==> config.mk <==
export PLATFORM = sky130hd
export DESIGN_NAME = global_reset
export DESIGN_NICKNAME = d
export VERILOG_FILES = /design/src/rtl/global_reset.sv
export SDC_FILE = /design/constraint.sdc
export NUM_CORES = 1
export LEC_CHECK = 0
export CAP_MARGIN = 10
export CORE_MARGIN = 2
export CORE_UTILIZATION = 35
export CTS_CLUSTER_DIAMETER = 40
export CTS_CLUSTER_SIZE = 30
export DETAILED_ROUTE_END_ITERATION = 10
export GPL_ROUTABILITY_DRIVEN = 0
export GPL_TIMING_DRIVEN = 0
export SLEW_MARGIN = 20
export SYNTH_ARGS = -nofsm -noshare
export SYNTH_HDL_FRONTEND = slang
export SYNTH_SLANG_ARGS = --single-unit
==> constraint.sdc <==
create_clock -name clock_i -period 5.5 [get_ports clock_i]
set_input_delay 1.1 -clock clock_i [delete_from_list [all_inputs] [get_ports clock_i]]
set_output_delay 1.1 -clock clock_i [all_outputs]
set_load 0.01 [all_outputs]
==> src/rtl/global_reset.sv <==
// rtl/global_reset.sv - board reset generator: power-on-only and global active-low resets
// Power-on state comes from register initial values, so the flops below carry declaration initialisers.
module global_reset #(
    parameter int POR_CYCLES  = 50000,
    parameter int HOLD_CYCLES = 500000
) (
    input  logic clock_i,
    input  logic forced_reset_i,
    output logic n_reset_o,
    output logic n_limited_reset_o
);

    localparam int PW = (POR_CYCLES > 2) ? $clog2(POR_CYCLES) : 1;
    localparam int HW = $clog2(HOLD_CYCLES + 1);
    localparam logic [PW-1:0] POR_LAST = PW'(POR_CYCLES - 1);
    localparam logic [HW-1:0] HOLD_MAX = HW'(HOLD_CYCLES);

    logic [PW-1:0] por_cnt   = '0;
    logic          n_limited = 1'b0;
    logic [1:0]    sync      = 2'b11;
    logic [HW-1:0] hold_cnt  = '0;
    logic          n_reset   = 1'b0;
    logic          forced_sync;
    logic [HW-1:0] hold_next;

    // Counter saturates one short of POR_CYCLES; the output flop latches high on that edge.
    always_ff @(posedge clock_i) begin
        if (por_cnt != POR_LAST) begin
            por_cnt <= por_cnt + PW'(1);
        end
        if (por_cnt == POR_LAST) begin
            n_limited <= 1'b1;
        end
    end

    always_ff @(posedge clock_i or posedge forced_reset_i) begin
        if (forced_reset_i) begin
            sync <= 2'b11;
        end else begin
            sync <= {sync[0], 1'b0};
        end
    end

    assign forced_sync = sync[1];

    always_comb begin
        hold_next = hold_cnt;
        if (!n_limited || forced_sync) begin
            hold_next = '0;
        end else if (hold_cnt != HOLD_MAX) begin
            hold_next = hold_cnt + HW'(1);
        end
    end

    // n_reset is asserted asynchronously but only ever released by a clock edge.
    always_ff @(posedge clock_i or posedge forced_reset_i) begin
        if (forced_reset_i) begin
            hold_cnt <= '0;
            n_reset  <= 1'b0;
        end else begin
            hold_cnt <= hold_next;
            n_reset  <= (hold_next == HOLD_MAX);
        end
    end

    assign n_reset_o         = n_reset;
    assign n_limited_reset_o = n_limited;

endmodule

### Word level (Yosys, flattened, before mapping)

Cells that the tools add are included.

| word-level totals | value |
|---|---|
| bits of input ports | 2 |
| bits in read-only memories | 0 |
| register bits | 22 |
| memories kept | 0 |
| word-level logic and storage cells | 8 |
| latch bits | 0 |
| bits in writable memories | 0 |
| output and inout port bits | 2 |

| cells by class | value |
|---|---|
| multipliers | 0 |
| muxes and demuxes | 2 |
| reduce and logical (&&, ||, !) cells | 0 |
| shift-type cells | 0 |
| equal/unequal tests | 2 |
| bitwise operators | 0 |
| $add $sub $neg | 1 |
| $lt $le $gt $ge | 0 |
| div/mod/pow operators | 0 |

Operator list:

| operator | number |
|---|---|
| $mux W19 | 2 |
| $add A19 B1 Y19 const B | 1 |
| $eq A19 B19 Y1 const B | 1 |
| $ne A19 B19 Y1 const B | 1 |

### Depth between registers and ports, before layout

Gate-level depths: netlist of run 1.

| depth | value |
|---|---|
| depth in word-level cells | 4 |
| mapped depth | 8 |
| gate-level depth less buffers | 7 |

### Worst setup path after synthesis of run 1

Ideal clock, no wire load.

| path | value |
|---|---|
| path kind | register to register |
| start point | register hold_cnt[1] |
| end point | register n_reset (netlist: n_reset_o) |
| path buffers | 1 |
| data required time | 5.400 ns |
| stages on the path, launching flop included | 9 |
| period minus slack after synthesis | 2.242 ns |
| slack | 3.258 ns |
| data arrival time | 2.141 ns |
| setup time | 0.100 ns |
| cell sequence | dfrtp_1 -> ha_1 -> inv_1 -> or4_1 -> buf_2 -> or3_1 -> a21oi_2 -> nand4_1 -> nor4bb_1 |

| on the way | value |
|---|---|
| longest elaborated chain between the ends | 4 |
| elaborated cells on any way between the ends | 5 |
| classes of those cells | add/sub: 1; eq/ne: 2; mux: 2 |

RTL lines:

| item | line | text |
|---|---|---|
| start, declared | 21 | `logic [HW-1:0] hold_cnt = '0;` |
| start signal, assigned | 61 | `hold_cnt <= hold_next;` |
| $add A19 B1 Y19 or $ne A19 B19 Y1 (tied branches) | 51, 50 |  |
| $mux W19 * | 50 | `end else if (hold_cnt != HOLD_MAX) begin` |
| $mux W19 * | 48 | `if (!n_limited \|\| forced_sync) begin` |
| net hold_next[16] | 24 | `logic [HW-1:0] hold_next;` |
| $eq A19 B19 Y1 * | 62 | `n_reset <= (hold_next == HOLD_MAX);` |
| end signal, assigned | 62 |  |
| end, declared | 22 | `logic n_reset = 1'b0;` |

Mark *: on every way through the listed nets, which the timed path passes. The rest lies on a longest branch.

### Final worst setup path of run 1

Ends and elaborated chain as after synthesis.

==> results of run 1 <==
## cell type report
| cell class | instances | area, um^2 | share of cell area (%) |
|---|---|---|---|
| clock buffers | 4 | 55.1 | 3.83 |
| flip-flops and latches | 22 | 553 | 38.5 |
| plain buffers | 7 | 53.8 | 3.75 |
| inverters | 9 | 33.8 | 2.35 |
| well taps | 48 | 60.1 | 4.18 |
| multi-input cells | 105 | 661 | 46.0 |
| repair buffers | 2 | 20.0 | 1.39 |
## per-stage QoR
| step | instance area (um^2) | utilization, % | hold slack [ns] | std cells |
|---|---|---|---|---|
| after floorplan | 1300 | - | 0.345 | 143 |
| after global placement | 1380 | 38.3 | 0.347 | 193 |
| after detailed placement | 1380 | 38.3 | 0.348 | 193 |
| after CTS | 1440 | 39.8 | 0.361 | 197 |
| after global routing | 1440 | 39.8 | 0.367 | 197 |
| final | 1440 | 39.8 | 0.359 | 197 |
## per-layer routing
metal	global-route usage (%)	wire length, um
met5	0	0
met4	7.45	57
met3	4.86	83
met2	22.8	1200
met1	16.8	1280
## state kept, by name, indices dropped and copies added (netlist names)
register and flops:
sync 2, hold_cnt 19, n_reset_o 1
## worst max-delay path, stage by stage (launching register included)
cell and delay, ns:
dfrtp_1 0.45, ha_1 0.31, inv_1 0.10, or4_1 0.52, buf_2 0.19, or3_1 0.34
a21oi_2 0.18, nand4_1 0.11, nor4bb_1 0.29
## cell usage after synthesis
cell        n  area share (%)
o22ai_1     1            0.48
o21bai_1    1            0.58
a21oi_1     7             2.7
and4_2      1            0.77
nand4_2     1            0.96
ha_1        2             1.9
maj3_1      1            0.77
buf_6       2             1.7
or3_1       4             1.9
buf_2       1            0.38
nor4_1      1            0.48
nor4bb_1    1            0.77
inv_1       9             2.6
a21oi_2     1            0.67
nand3b_1    1            0.58
a2bb2oi_1   1            0.67
nor4_4      1             1.6
clkbuf_1    1            0.29
and3_2      1            0.58
and4_1      1            0.67
or3_2       3             1.7
or4_1       1            0.58
nand4_1     6             2.9
nand2_1     9             2.6
conb_1      2            0.58
dfstp_2     2             4.0
nand4b_1    1            0.67
nor4b_1     1            0.67
nor2_1     18             5.2
dfrtp_1    20              38
xnor2_1     8             5.4
nor3_1      2            0.77
buf_4       2             1.2
o41ai_1     1            0.67
and3_1      1            0.48
a31oi_1     2            0.96
mux2i_1     2             1.5
clkbuf_4    1            0.58
xor2_1      5             3.4
o21ai_0     9             3.5
nand3_1     8             3.1
## worst max-delay path by stage
stage	from	endpoint	slack [ns]
after global routing	hold_cnt[1]	n_reset_o	2.72
final	hold_cnt[1]	n_reset_o	2.91
after detailed placement	hold_cnt[1]	n_reset_o	2.95
after CTS	hold_cnt[1]	n_reset_o	2.92
after floorplan	hold_cnt[1]	n_reset_o	3.26
after global placement	hold_cnt[1]	n_reset_o	3.01
## power by group through the flow
| stage | registers, W | logic, W | clock network, W |
|---|---|---|---|
| 2_1_floorplan | 0.000170 | 0.0000136 | 0 |
| 3_3_place_gp | 0.000170 | 0.0000181 | 0 |
| 3_5_place_dp | 0.000170 | 0.0000186 | 0 |
| 4_1_cts | 0.000167 | 0.0000187 | 0.000121 |
| 5_1_grt | 0.000168 | 0.0000210 | 0.000129 |
| 6_report | 0.000167 | 0.0000184 | 0.000116 |
## cells by family (layout without fill, tap and decap cells)
kind of cell    count (synthesis)  in the layout  synth area share [%]
compound gates                 23             23                  10.2
xor+xnor                       13             13                  8.75
fa+ha+maj                       3              3                  2.69
buf+inv                        16             22                  6.73
flops                          22             22                  42.5
mux                             2              2                  1.54
other cells                     2              2                 0.577
simple gates                   62             62                  27.0
==> impl_metrics.env, run 1 <==
export IMPL_arrival_ns=2.75
export IMPL_grt_start_max_net_pins=23
export IMPL_num_nets_final=154
export IMPL_clock_sinks=22
export IMPL_period_minus_slack_ns=2.59
export IMPL_cts_buffers=3
export IMPL_ir_drop_mv=0.148
export IMPL_wl_mm=2.63
export IMPL_status="finished, final reports clean"
export IMPL_most_common_layout_cells="dfrtp_1, nor2_1, nand2_1, inv_1, o21ai_0"
export IMPL_setup_slack_ns=2.91
export IMPL_nFillCells=375
export IMPL_cts_htree_levels=1
export IMPL_clk_latency_ns=0.26
export IMPL_postCtsSetupBuffers=0
export IMPL_slew_viol_final=0
export IMPL_critPathRequiredTime_ns=5.66
export IMPL_rr_endpoint="n_reset_o"
export IMPL_critPathLaunchType="flip-flop"
export IMPL_wl_per_cell_um=13.3
export IMPL_maxCapViolations=0
export IMPL_synth_seq_area_share_pct=42.5
export IMPL_yosys_warnings=0
export IMPL_p_comb_share_pct=6.1
export IMPL_hold_violations=0
export IMPL_pwr_share_clk_pct=38.5
export IMPL_slew_headroom_pct=46.7
export IMPL_rrSetupSlack_ns=2.91
export IMPL_sw_frac_of_total_pct=22.3
export IMPL_whs_path_depth=0
export IMPL_vias=1037
export IMPL_cts_tree="done"
export IMPL_seq_power_share_pct=55.4
export IMPL_initial_utilization_pct=36.1
export IMPL_crit_type="flip-flop to flip-flop"
export IMPL_first_pass_iters=4
export IMPL_avgViaCountPerCell=5.26
export IMPL_layout_drive_gt1_share_pct=13.4
export IMPL_syn_num_nets=147
export IMPL_ios=4
export IMPL_holdBufCountCts=0
export IMPL_final_common_cell="dfrtp_1"
export IMPL_areaGrowthSynthToFinish_pct=10.4
export IMPL_die_width_um=65.0
export IMPL_grt_antenna_before_repair=0
export IMPL_tns_ns=0
export IMPL_die_area_um2=4220
export IMPL_ff2ff_path_depth=8
export IMPL_path_max_fanout=9
export IMPL_setup_viol=0
export IMPL_first_iter_violations=41
export IMPL_clkTransAtPathRegs_ns=0.08
export IMPL_p_per_area_nw_per_um2=210
export IMPL_grt_ovfl_total=0
export IMPL_portBuffers=2
export IMPL_die_y_um=65.0
export IMPL_skew_ns=0.00118
export IMPL_totalPowerFinal_w=0.000302
export IMPL_worst_setup_path_end_kind="flip-flop"
export IMPL_p_leak_nw=0.561
export IMPL_p_int_w=0.000235
export IMPL_grt_pass1_vias=1089
export IMPL_rows=22
export IMPL_drc=0
export IMPL_core_area_um2=3610
export IMPL_rsz0062_at_grt="false"
export IMPL_hpwl_mm=1.92
export IMPL_grt_use_total_pct=14.2
export IMPL_min_to="sync[1]"
export IMPL_grt_pass1_wl_mm=4.64
export IMPL_fmax_ghz=0.387
export IMPL_ys_types=41
export IMPL_diodes=0
export IMPL_finalCritPeriodShare_pct=47.0
export IMPL_cts_root_buffer="clkbuf_8"
export IMPL_avgSynthCellArea_um2=9.10
export IMPL_p_switching_w=0.0000673
export IMPL_clockBufferDepth=2
export IMPL_min_path_type="flip-flop to flip-flop"
export IMPL_hold_start="sync[0]"
export IMPL_cts_resized=0
export IMPL_ys_ff_latch=22
export IMPL_worst_slew_pin_slew_ns=0.798
export IMPL_timing_rr_start="hold_cnt[1]"
export IMPL_drt_antenna_violating_nets=0
export IMPL_synthCells=143
export IMPL_synth_area_um2=1300
export IMPL_pre_cts_ws_ns=2.95
No activity file was read; power rests on OpenSTA's default activity.
==> inputs of run 2 (changes only) <==
- clock period: 5.5 -> 2.5 ns (I/O delays scaled with it)
==> run 2 against run 1 <==
Compared with the run above: die area did not move; worst setup slack got worse by 2.8 ns; non-clock buffer count rose by 4; combinational power increased to 2.7 times the previous value; largest cell class unchanged; final area grew 3.1%; critical path type unchanged.
==> impl_metrics.env, run 2 (same netlist as run 1, synthesis figures left out) <==
export IMPL_cts_htree_levels=1
export IMPL_die_y_um=65.0
export IMPL_hold_violations=0
export IMPL_final_common_cell="dfrtp_1"
export IMPL_register_area_um2=553
export IMPL_first_pass_iters=4
export IMPL_vias=1056
export IMPL_avgViaCountPerCell=5.25
export IMPL_arrival_ns=2.51
export IMPL_pwr_share_clk_pct=38.0
export IMPL_status="finished, final reports clean"
export IMPL_num_nets_final=158
export IMPL_grt_use_total_pct=14.3
export IMPL_hold_start="sync[0]"
export IMPL_clkTransAtPathRegs_ns=0.08
export IMPL_p_per_area_nw_per_um2=453
export IMPL_layout_drive_gt1_share_pct=16.3
export IMPL_clock_sinks=22
export IMPL_critPathLaunchType="flip-flop"
export IMPL_largest_reg_flops=19
export IMPL_tns_ns=0
export IMPL_slew_viol_final=0
export IMPL_clk_latency_ns=0.26
export IMPL_maxCapViolations=0
export IMPL_grt_ovfl_total=0
export IMPL_setup_worst_path_start="hold_cnt[1]"
export IMPL_setup_viol=0
export IMPL_timing_rr_start="hold_cnt[1]"
export IMPL_initial_utilization_pct=36.1
export IMPL_slew_headroom_pct=46.8
export IMPL_instances_no_fill=201
export IMPL_path_max_fanout=9
export IMPL_areaGrowthSynthToFinish_pct=13.8
export IMPL_largest_register="hold_cnt"
export IMPL_fmax_ghz=0.426
export IMPL_grt_antenna_before_repair=0
export IMPL_rows=22
export IMPL_p_switching_w=0.000150
export IMPL_die_width_um=65.0
export IMPL_min_path_type="flip-flop to flip-flop"
export IMPL_period_minus_slack_ns=2.35
export IMPL_worst_setup_path_end_kind="flip-flop"
export IMPL_hpwl_mm=1.92
export IMPL_nFillCells=370
export IMPL_p_leak_nw=0.583
export IMPL_ir_drop_mv=0.323
export IMPL_grt_start_max_net_pins=23
export IMPL_worst_slew_pin_slew_ns=0.798
export IMPL_critPathRequiredTime_ns=2.66
export IMPL_diodes=0
export IMPL_drc=0
export IMPL_seq_power_share_pct=54.6
export IMPL_cp_slowest_cell="or4_1"
export IMPL_wl_mm=2.69
export IMPL_dpl_cell_area_um2=1380
export IMPL_die_area_um2=4220
export IMPL_first_iter_violations=73
export IMPL_multi_input_area_um2=673
export IMPL_postLayoutCellArea_um2=1480
export IMPL_cts_tree="done"
export IMPL_place_inst=193
export IMPL_portBuffers=2
export IMPL_most_common_layout_cells="dfrtp_1, nor2_1, nand2_1, inv_1, o21ai_0"
export IMPL_cts_root_buffer="clkbuf_8"
export IMPL_cpPeakStageDelay_ns=0.52
export IMPL_skew_ns=0.00161
export IMPL_wl_per_cell_um=13.4
export IMPL_crit_type="flip-flop to flip-flop"
export IMPL_cts_buffers=3
export IMPL_drt_antenna_violating_nets=0
export IMPL_grt_pass1_wl_mm=4.66
export IMPL_p_comb_share_pct=7.4
export IMPL_sw_frac_of_total_pct=22.4
export IMPL_core_area_um2=3610
export IMPL_finalCritPeriodShare_pct=93.9
export IMPL_grt_pass1_vias=1106
export IMPL_totalPowerFinal_w=0.000672
export IMPL_clockBufferDepth=2
export IMPL_crit_chain="ha_4 -> inv_1 -> or4_1 -> buf_4 -> or3_1 -> a21oi_2 -> nand4_1 -> nor4bb_1"
export IMPL_ios=4
export IMPL_p_int_w=0.000521
run 2: changes by cell type in the layout (fill, tap and decap cells not counted), sizes merged:
cell  change
buf       +4
run 2: final timing paths:
| check | cells after the start | to | slack, ns |
|---|---|---|---|
| worst max-delay path | 8 | n_reset_o | 0.15 |
| worst min-delay path | 0 | sync[1] | 0.36 |
| worst max register to register | 8 | n_reset_o | 0.15 |
| worst min register to register | 0 | sync[1] | 0.36 |
| max in group asynchronous | 2 | hold_cnt[17] | 1.32 |
| min in group asynchronous | 2 | hold_cnt[0] | 0.68 |
run 2: final cells by class:
class / instances / share of cell area (%)
Sequential cell: 22 / 37.3
Tap cell: 48 / 4.05
Clock buffer: 4 / 3.72
Timing Repair Buffer: 6 / 3.38
Multi-Input combinational cell: 105 / 45.4
Inverter: 9 / 2.28
Buffer: 7 / 3.80
run 2: layer usage:
layer	wire length [um]	global-route usage (%)	vias up	share of wire, %
met3	87	4.86	6	3.2
li1	-	-	517	-
met1	1290	16.5	512	48
met5	0	0	-	0
met4	57	7.45	0	2.1
met2	1260	23.5	21	47
run 2: metrics by stage:
step           hold slack, ns  util [%]  worst slack, ns
2_1_floorplan           0.345         -            0.258
3_3_place_gp            0.347      38.3          0.00640
3_5_place_dp            0.348      38.3          -0.0544
4_1_cts                 0.361      40.3           0.0795
5_1_grt                 0.367      41.1         -0.00701
6_report                0.359      41.1            0.153
run 2: critical path, delay by kind of cell (launching register included):
family,cells,cell delay [ns]
compound gates,1,0.18
fa+ha+maj,1,0.17
buf+inv,2,0.24
flops,1,0.40
simple gates,4,1.27
run 2: power by group through the flow:
stage	Combinational [W]	Sequential, W	Clock [W]
after floorplan	0.0000298	0.000374	0
after global placement	0.0000399	0.000375	0
after detailed placement	0.0000409	0.000375	0
after CTS	0.0000483	0.000365	0.000266
after global routing	0.0000559	0.000367	0.000284
final	0.0000496	0.000367	0.000255
run 2: repair_timing:
item,in CTS,in global routing
pin swaps,0,4
hold buffers,0,0
buffers inserted,2,2
gates resized for setup,1,3
endpoints found under the setup margin,1,1
